## src/rtl/spi_xfer_sequencer.sv

```systemverilog
// Byte sequencer in front of a full-duplex SPI core: TX FIFO feeds one transfer per byte, RX FIFO catches replies.
// Optional macro SPI_TIMEOUT_EN: abandon a transfer whose done never arrives and raise sticky timeout_err.
module spi_xfer_sequencer #(
  parameter int unsigned DATA_W         = 8,
  parameter int unsigned DEPTH          = 4,
  parameter int unsigned TIMEOUT_CYCLES = 1024
) (
  input  logic                   clk,
  input  logic                   reset,
  input  logic [DATA_W-1:0]      tx_data,
  input  logic                   tx_valid,
  output logic                   tx_ready,
  output logic [DATA_W-1:0]      rx_data,
  output logic                   rx_valid,
  input  logic                   rx_ready,
  output logic                   spi_start,
  output logic [DATA_W-1:0]      spi_tx_data,
  input  logic [DATA_W-1:0]      spi_rx_data,
  input  logic                   spi_done,
  input  logic                   spi_busy,
  output logic [$clog2(DEPTH):0] tx_level,
  output logic [$clog2(DEPTH):0] rx_level,
  output logic                   idle,
  output logic                   timeout_err
);

  localparam int unsigned AW = $clog2(DEPTH);
  localparam int unsigned LW = AW + 1;

  if (DEPTH < 2 || (DEPTH & (DEPTH - 1)) != 0) begin : g_depth_chk
    $error("spi_xfer_sequencer: DEPTH must be a power of 2 and at least 2");
  end
  if (TIMEOUT_CYCLES < 2) begin : g_timeout_chk
    $error("spi_xfer_sequencer: TIMEOUT_CYCLES must be at least 2");
  end

  typedef enum logic [1:0] {S_IDLE, S_START, S_WAIT} state_t;

  state_t            state_q, state_d;
  logic [DATA_W-1:0] tx_mem [DEPTH];
  logic [DATA_W-1:0] rx_mem [DEPTH];
  logic [AW-1:0]     tx_wr, tx_rd, rx_wr, rx_rd;
  logic              tx_push, tx_pop, rx_push, rx_pop;
  logic              spi_done_q, done_rise, launch_ok, timeout_hit;

  assign tx_ready  = (tx_level != LW'(DEPTH));
  assign rx_valid  = (rx_level != '0);
  assign rx_data   = rx_valid ? rx_mem[rx_rd] : '0;
  assign idle      = (state_q == S_IDLE) && (tx_level == '0);
  assign tx_push   = tx_valid && tx_ready;
  assign rx_pop    = rx_valid && rx_ready;
  assign done_rise = spi_done && !spi_done_q;
  // A free RX slot at launch guarantees the capture always fits.
  assign launch_ok = (tx_level != '0) && (rx_level != LW'(DEPTH)) && !spi_busy && !spi_done;

  always_ff @(posedge clk) begin : state_reg
    if (reset) state_q <= S_IDLE;
    else       state_q <= state_d;
  end

  always_comb begin : next_state
    state_d = state_q;
    case (state_q)
      S_IDLE:  if (launch_ok) state_d = S_START;
      S_START: state_d = S_WAIT;
      S_WAIT:  if (done_rise || timeout_hit) state_d = S_IDLE;
      default: state_d = S_IDLE;
    endcase
  end

  always_comb begin : fsm_outputs
    tx_pop  = 1'b0;
    rx_push = 1'b0;
    case (state_q)
      S_IDLE:  tx_pop  = launch_ok;
      S_WAIT:  rx_push = done_rise;
      default: ;
    endcase
  end

  // spi_tx_data is only reloaded by a launch pop, so it is stable for the whole transfer.
  always_ff @(posedge clk) begin : xfer_regs
    if (reset) begin
      spi_done_q  <= 1'b0;
      spi_start   <= 1'b0;
      spi_tx_data <= '0;
    end else begin
      spi_done_q <= spi_done;
      spi_start  <= (state_d == S_START);
      if (tx_pop) spi_tx_data <= tx_mem[tx_rd];
    end
  end

  always_ff @(posedge clk) begin : tx_ram
    if (tx_push) tx_mem[tx_wr] <= tx_data;
  end

  always_ff @(posedge clk) begin : tx_ctrl
    if (reset) begin
      tx_wr    <= '0;
      tx_rd    <= '0;
      tx_level <= '0;
    end else begin
      if (tx_push) tx_wr <= tx_wr + AW'(1);
      if (tx_pop)  tx_rd <= tx_rd + AW'(1);
      tx_level <= tx_level + LW'(tx_push) - LW'(tx_pop);
    end
  end

  always_ff @(posedge clk) begin : rx_ram
    if (rx_push) rx_mem[rx_wr] <= spi_rx_data;
  end

  always_ff @(posedge clk) begin : rx_ctrl
    if (reset) begin
      rx_wr    <= '0;
      rx_rd    <= '0;
      rx_level <= '0;
    end else begin
      if (rx_push) rx_wr <= rx_wr + AW'(1);
      if (rx_pop)  rx_rd <= rx_rd + AW'(1);
      rx_level <= rx_level + LW'(rx_push) - LW'(rx_pop);
    end
  end

`ifdef SPI_TIMEOUT_EN
  localparam int unsigned CW = $clog2(TIMEOUT_CYCLES);

  logic [CW-1:0] to_cnt;

  // Counts WAIT cycles; the last one without a done edge abandons the transfer.
  assign timeout_hit = (state_q == S_WAIT) && !done_rise &&
                       (to_cnt == CW'(TIMEOUT_CYCLES - 1));

  always_ff @(posedge clk) begin : timeout_ctr
    if (reset) begin
      to_cnt      <= '0;
      timeout_err <= 1'b0;
    end else begin
      if (state_q == S_START)     to_cnt <= '0;
      else if (state_q == S_WAIT) to_cnt <= to_cnt + CW'(1);
      if (timeout_hit) timeout_err <= 1'b1;
    end
  end
`else
  assign timeout_hit = 1'b0;
  assign timeout_err = 1'b0;
`endif

endmodule

```

## config.mk

```make
export PLATFORM = sky130hd
export DESIGN_NAME = spi_xfer_sequencer
export DESIGN_NICKNAME = d
export VERILOG_FILES = /design/src/rtl/spi_xfer_sequencer.sv
export SDC_FILE = /design/constraint.sdc
export NUM_CORES = 1
export LEC_CHECK = 0
export ABC_AREA = 1
export CAP_MARGIN = 20
export CORE_MARGIN = 2
export CORE_UTILIZATION = 59
export CTS_CLUSTER_DIAMETER = 200
export DETAILED_ROUTE_END_ITERATION = 6
export MAX_ROUTING_LAYER = met4
export PLACE_DENSITY = 0.84
export SYNTH_ARGS = -nofsm -noshare
export SYNTH_HDL_FRONTEND = slang
export SYNTH_SLANG_ARGS = --single-unit
```

## constraint.sdc

```tcl
create_clock -name clk -period 4.2 [get_ports clk]
set_input_delay 0.63 -clock clk [delete_from_list [all_inputs] [get_ports clk]]
set_output_delay 0.63 -clock clk [all_outputs]
set_load 0.05 [all_outputs]
```

Yosys cells after proc, flatten, opt, wreduce, memory -nomap -nowiden --
Memory sizes are Yosys's and may differ from the RTL's. A register that Yosys moved wholly into a read port is not among the register bits. Cells that the tools add are included. W data, S select, Z words.
Cells by class: eq/ne operators 5, muxes and demuxes 12, add/sub/neg operators 8, reduce and logical (&&, ||, !) cells 14
Operators with widths (count):
- $add A2 B1 Y2 const B | 4
- $mux W2 | 4
- $mux W8 | 1
- $logic_and A1 B1 Y1 | 7
- $add A3 B1 Y3 | 2
- $mux W1 | 6
- $ne A3 B3 Y1 const B | 2
- $pmux W2 S3 | 1
- $reduce_bool A3 Y1 | 2
- $sub A3 B1 Y3 | 2
- $eq A2 B1 Y1 const B | 2
- $logic_not A1 Y1 | 3
- $logic_not A3 Y1 | 1
- $eq A2 B2 Y1 const B | 1
- $logic_not A2 Y1 | 1
Word-level totals: memories 2, memory bits (writable) 64, output and inout port bits 27, word-level logic and storage cells 50, input port bits 22, flip-flop bits (word level) 18
Memories:
- rx_mem | words 4, width 8, rd ports 1, clocked after Yosys merged registers in 1, wr ports 1, line 41 | logic [DATA_W-1:0] rx_mem [DEPTH];
- tx_mem | words 4, width 8, rd ports 1, clocked after Yosys merged registers in 1, wr ports 1, line 40 | logic [DATA_W-1:0] tx_mem [DEPTH];

Logic depth before layout (Yosys ltp) --
depth after elaboration 7, mapped depth 12, depth with buffers taken out 11

Worst setup path after synthesis --
Ideal clock, no wire load.
path kind register -> output, start register rx_level[0], end output port rx_data[0], buffers on the path 0, slack 1385 ps, arrival 2185 ps, stages on the path, launching flop included 5, data required time 3570 ps, cells stage by stage dfxtp_1 inv_1 nand2_1 inv_1 a21oi_1
On the way: cells in the longest elaborated chain, start to end 2
RTL lines:
- from (decl) | line 22 | output logic [$clog2(DEPTH):0] rx_level,
- from (signal assigned) | line 122 | rx_level <= rx_level + LW'(rx_push) - LW'(rx_pop);
- $reduce_bool A3 Y1 | line 47 | assign rx_valid = (rx_level != '0);
- named net rx_valid | line 14 | output logic rx_valid,
- $mux W8 | line 48 | assign rx_data = rx_valid ? rx_mem[rx_rd] : '0;
- to (decl) | line 13 | output logic [DATA_W-1:0] rx_data,
The timed path passes the listed nets, and every way through them passes these cells.

==> qor.yml <==
outcome: "finished clean"
crit_arrival_ps: 2450
port_buffers: 47
path_max_fanout: 17
die_h_microns: 85.2
grt_pass1_vias: 2487
slew_headroom_pct: 45.7
worstMarginPinSlew_ps: 811
cts_tree: "built"
mostFrequentLayoutCells: "77 x nor2_1, 64 x edfxtp_1, 60 x nand2_1"
core.rowCount: 29
slew_viol_final: 0
cts_buffer_depth: 2
min_period_ps: 3080
final_common_cell: "nor2_1"
vias: 2540
post-route-util_pct: 72.2
syn_area_sq_um: 3890
drtAntennaViolNets: 0
io_pins: 49
clock_latency_ps: 350
grt_use_met3_pct: 5.74
grt_overflow_total: 0
finish.instance_area_sq_um: 4590
fmax_mhz: 324
die_w_microns: 85.2
core_sq_um: 6350
synth-async-reset-ratio_pct: 0
gp_congestion: 0.762
ctsHoldBuffers: 0
ys.flop_type: "edfxtp_1"
yosys_register_bits: 92
synth_edf_count: 64
hpwl_microns: 4740
clkSinkCount: 92
grt_pass1_wl_microns: 11400
viasPerCell: 5.07
yosysWarnings: 0
root_buffer: "clkbuf_8"
setup_viol: 0
required_ps: 3570
power_density_nw_per_um2: 646
dieArea_sq_um: 7270
yosysSeqAreaShare_pct: 63.8
min_path_type: "reg -> reg"
synthCells: 374
clk_pin_slew_ps: 90
skew_ps: 11.7
critPathLaunchType: "register"
end_kind: "output port"
postSynthAreaPerCell_sq_um: 10.4
drc: 0
synth.net_count: 410
dpl.cell_count: 485
grt_antenna_before_repair: 0
grt_max_degree: 23
n_antenna_cell: 0
cts-resized-gates: 0
placed_cell_area_sq_um: 4350
drive_above_1_share_pct: 6.84
hold_viol: 0
routed_wl_microns: 6920
drtIter0Drc: 165
syn_to_final_growth_pct: 17.8
yosysUniqueCellTypes: 30
cts_made_buffers: 9
cap_viol_max_count: 0
fin_setup_tns_ps: 0
hold_ws_ps: 511
rsz0062_at_grt: "false"
nets: 455
grt.busiest_layer: "met2"
htreeDepth: 3
instances_no_fill: 501
gr-usage-met2_pct: 34.6
initial_core_util_pct: 61.3
post_drt_wl_per_cell_microns: 13.8
p_leak_nw: 1.83
worst_ir_drop_vdd_mv: 0.440
drtPass1Iterations: 5
nFillCells: 443
met1_usage_pct: 25.3
critical_path_class: "reg -> out"
post_cts_buffers: 0
grt.total_usage_pct: 20.9
fin_crit_sh_pct: 73.4
sequential cells by signal, indices dropped and copies added (netlist names), named ones only:
signal,cells
rx_level,3
rx_wr,2
tx_mem,32
rx_rd,2
spi_start,1
spi_tx_data,8
rx_mem,32
state_q,2
tx_wr,2
spi_done_q,1
tx_level,3
tx_rd,2
logic make-up after synthesis:
kind of cell               Yosys count  synth area share, %
other                                1               0.0963
and+or+nand+nor                    147                 15.6
buffers and inverters               60                 7.45
xor gates and xnor gates             5                 1.12
adders and majority gates           14                 4.88
AOI/OAI and AO/OA                   55                 7.07
DFF                                 92                 63.8
power breakdown:
part	leakage, nW	switching (mW)	internal (mW)
sequential	0.810	0.0919	1.07
clock	0.113	0.319	0.344
combinational	0.908	0.780	0.360
metrics by stage:
| stage | power (mW) | setup slack [ps] |
|---|---|---|
| 2_1_floorplan | 1.99 | 1380 |
| 3_3_place_gp | 2.29 | 1460 |
| 3_5_place_dp | 2.32 | 1400 |
| 4_1_cts | 2.98 | 1100 |
| 5_1_grt | 3.12 | 874 |
| 6_report | 2.96 | 1120 |
worst paths after layout:
| check | startpoint | endpoint | slack (ps) | depth (start not counted) |
|---|---|---|---|---|
| worst max register to register | tx_level[1] | tx_level[2] | 2050 | 10 |
| worst max-delay path | register | rx_data[7] | 1120 | 5 |
| worst min-delay path | rx_rd[0] | rx_rd[0] | 510 | 2 |
| worst min register to register | rx_rd[0] | rx_rd[0] | 510 | 2 |
final cells by class:
cell class / instances / area (sq um) / share of cell area, %
multi-input combinational: 222 / 1120 / 24.4
clock buffer: 9 / 124 / 2.70
clock inverter: 7 / 110 / 2.40
sequential: 92 / 2480 / 54.1
timing repair buffer: 47 / 470 / 10.3
tap: 77 / 96.3 / 2.10
inverter: 47 / 183 / 3.98
synth_stat cells, types with 2 or more instances:
master,count,share of area (%)
o21ai_0,31,4.0
nor2_1,77,7.4
ha_1,12,3.9
nand2_2,3,0.48
buf_6,4,1.2
o21ai_1,7,0.90
buf_4,4,0.77
edfxtp_1,64,49
a21oi_1,17,2.2
clkbuf_2,2,0.26
inv_2,2,0.19
xor2_1,5,1.1
nand2_1,60,5.8
fa_1,2,1.0
inv_1,42,4.0
dfxtp_1,28,14
critical path, stage by stage, from the launching register on:
cell	delay (ps)
dfxtp_1	730
nor2_1	130
nor2_1	130
o21ai_0	110
a21oi_1	180
clkdlybuf4s50_1	820
metal layers:
layer / part of all wire [%] / vias to the layer above
met1: 43 / 1191
met3: 4.7 / 4
met4: 0.77 / 0
met2: 51 / 53
li1: - / 1292
met5: 0 / -
No activity file was read; power rests on OpenSTA's default activity.
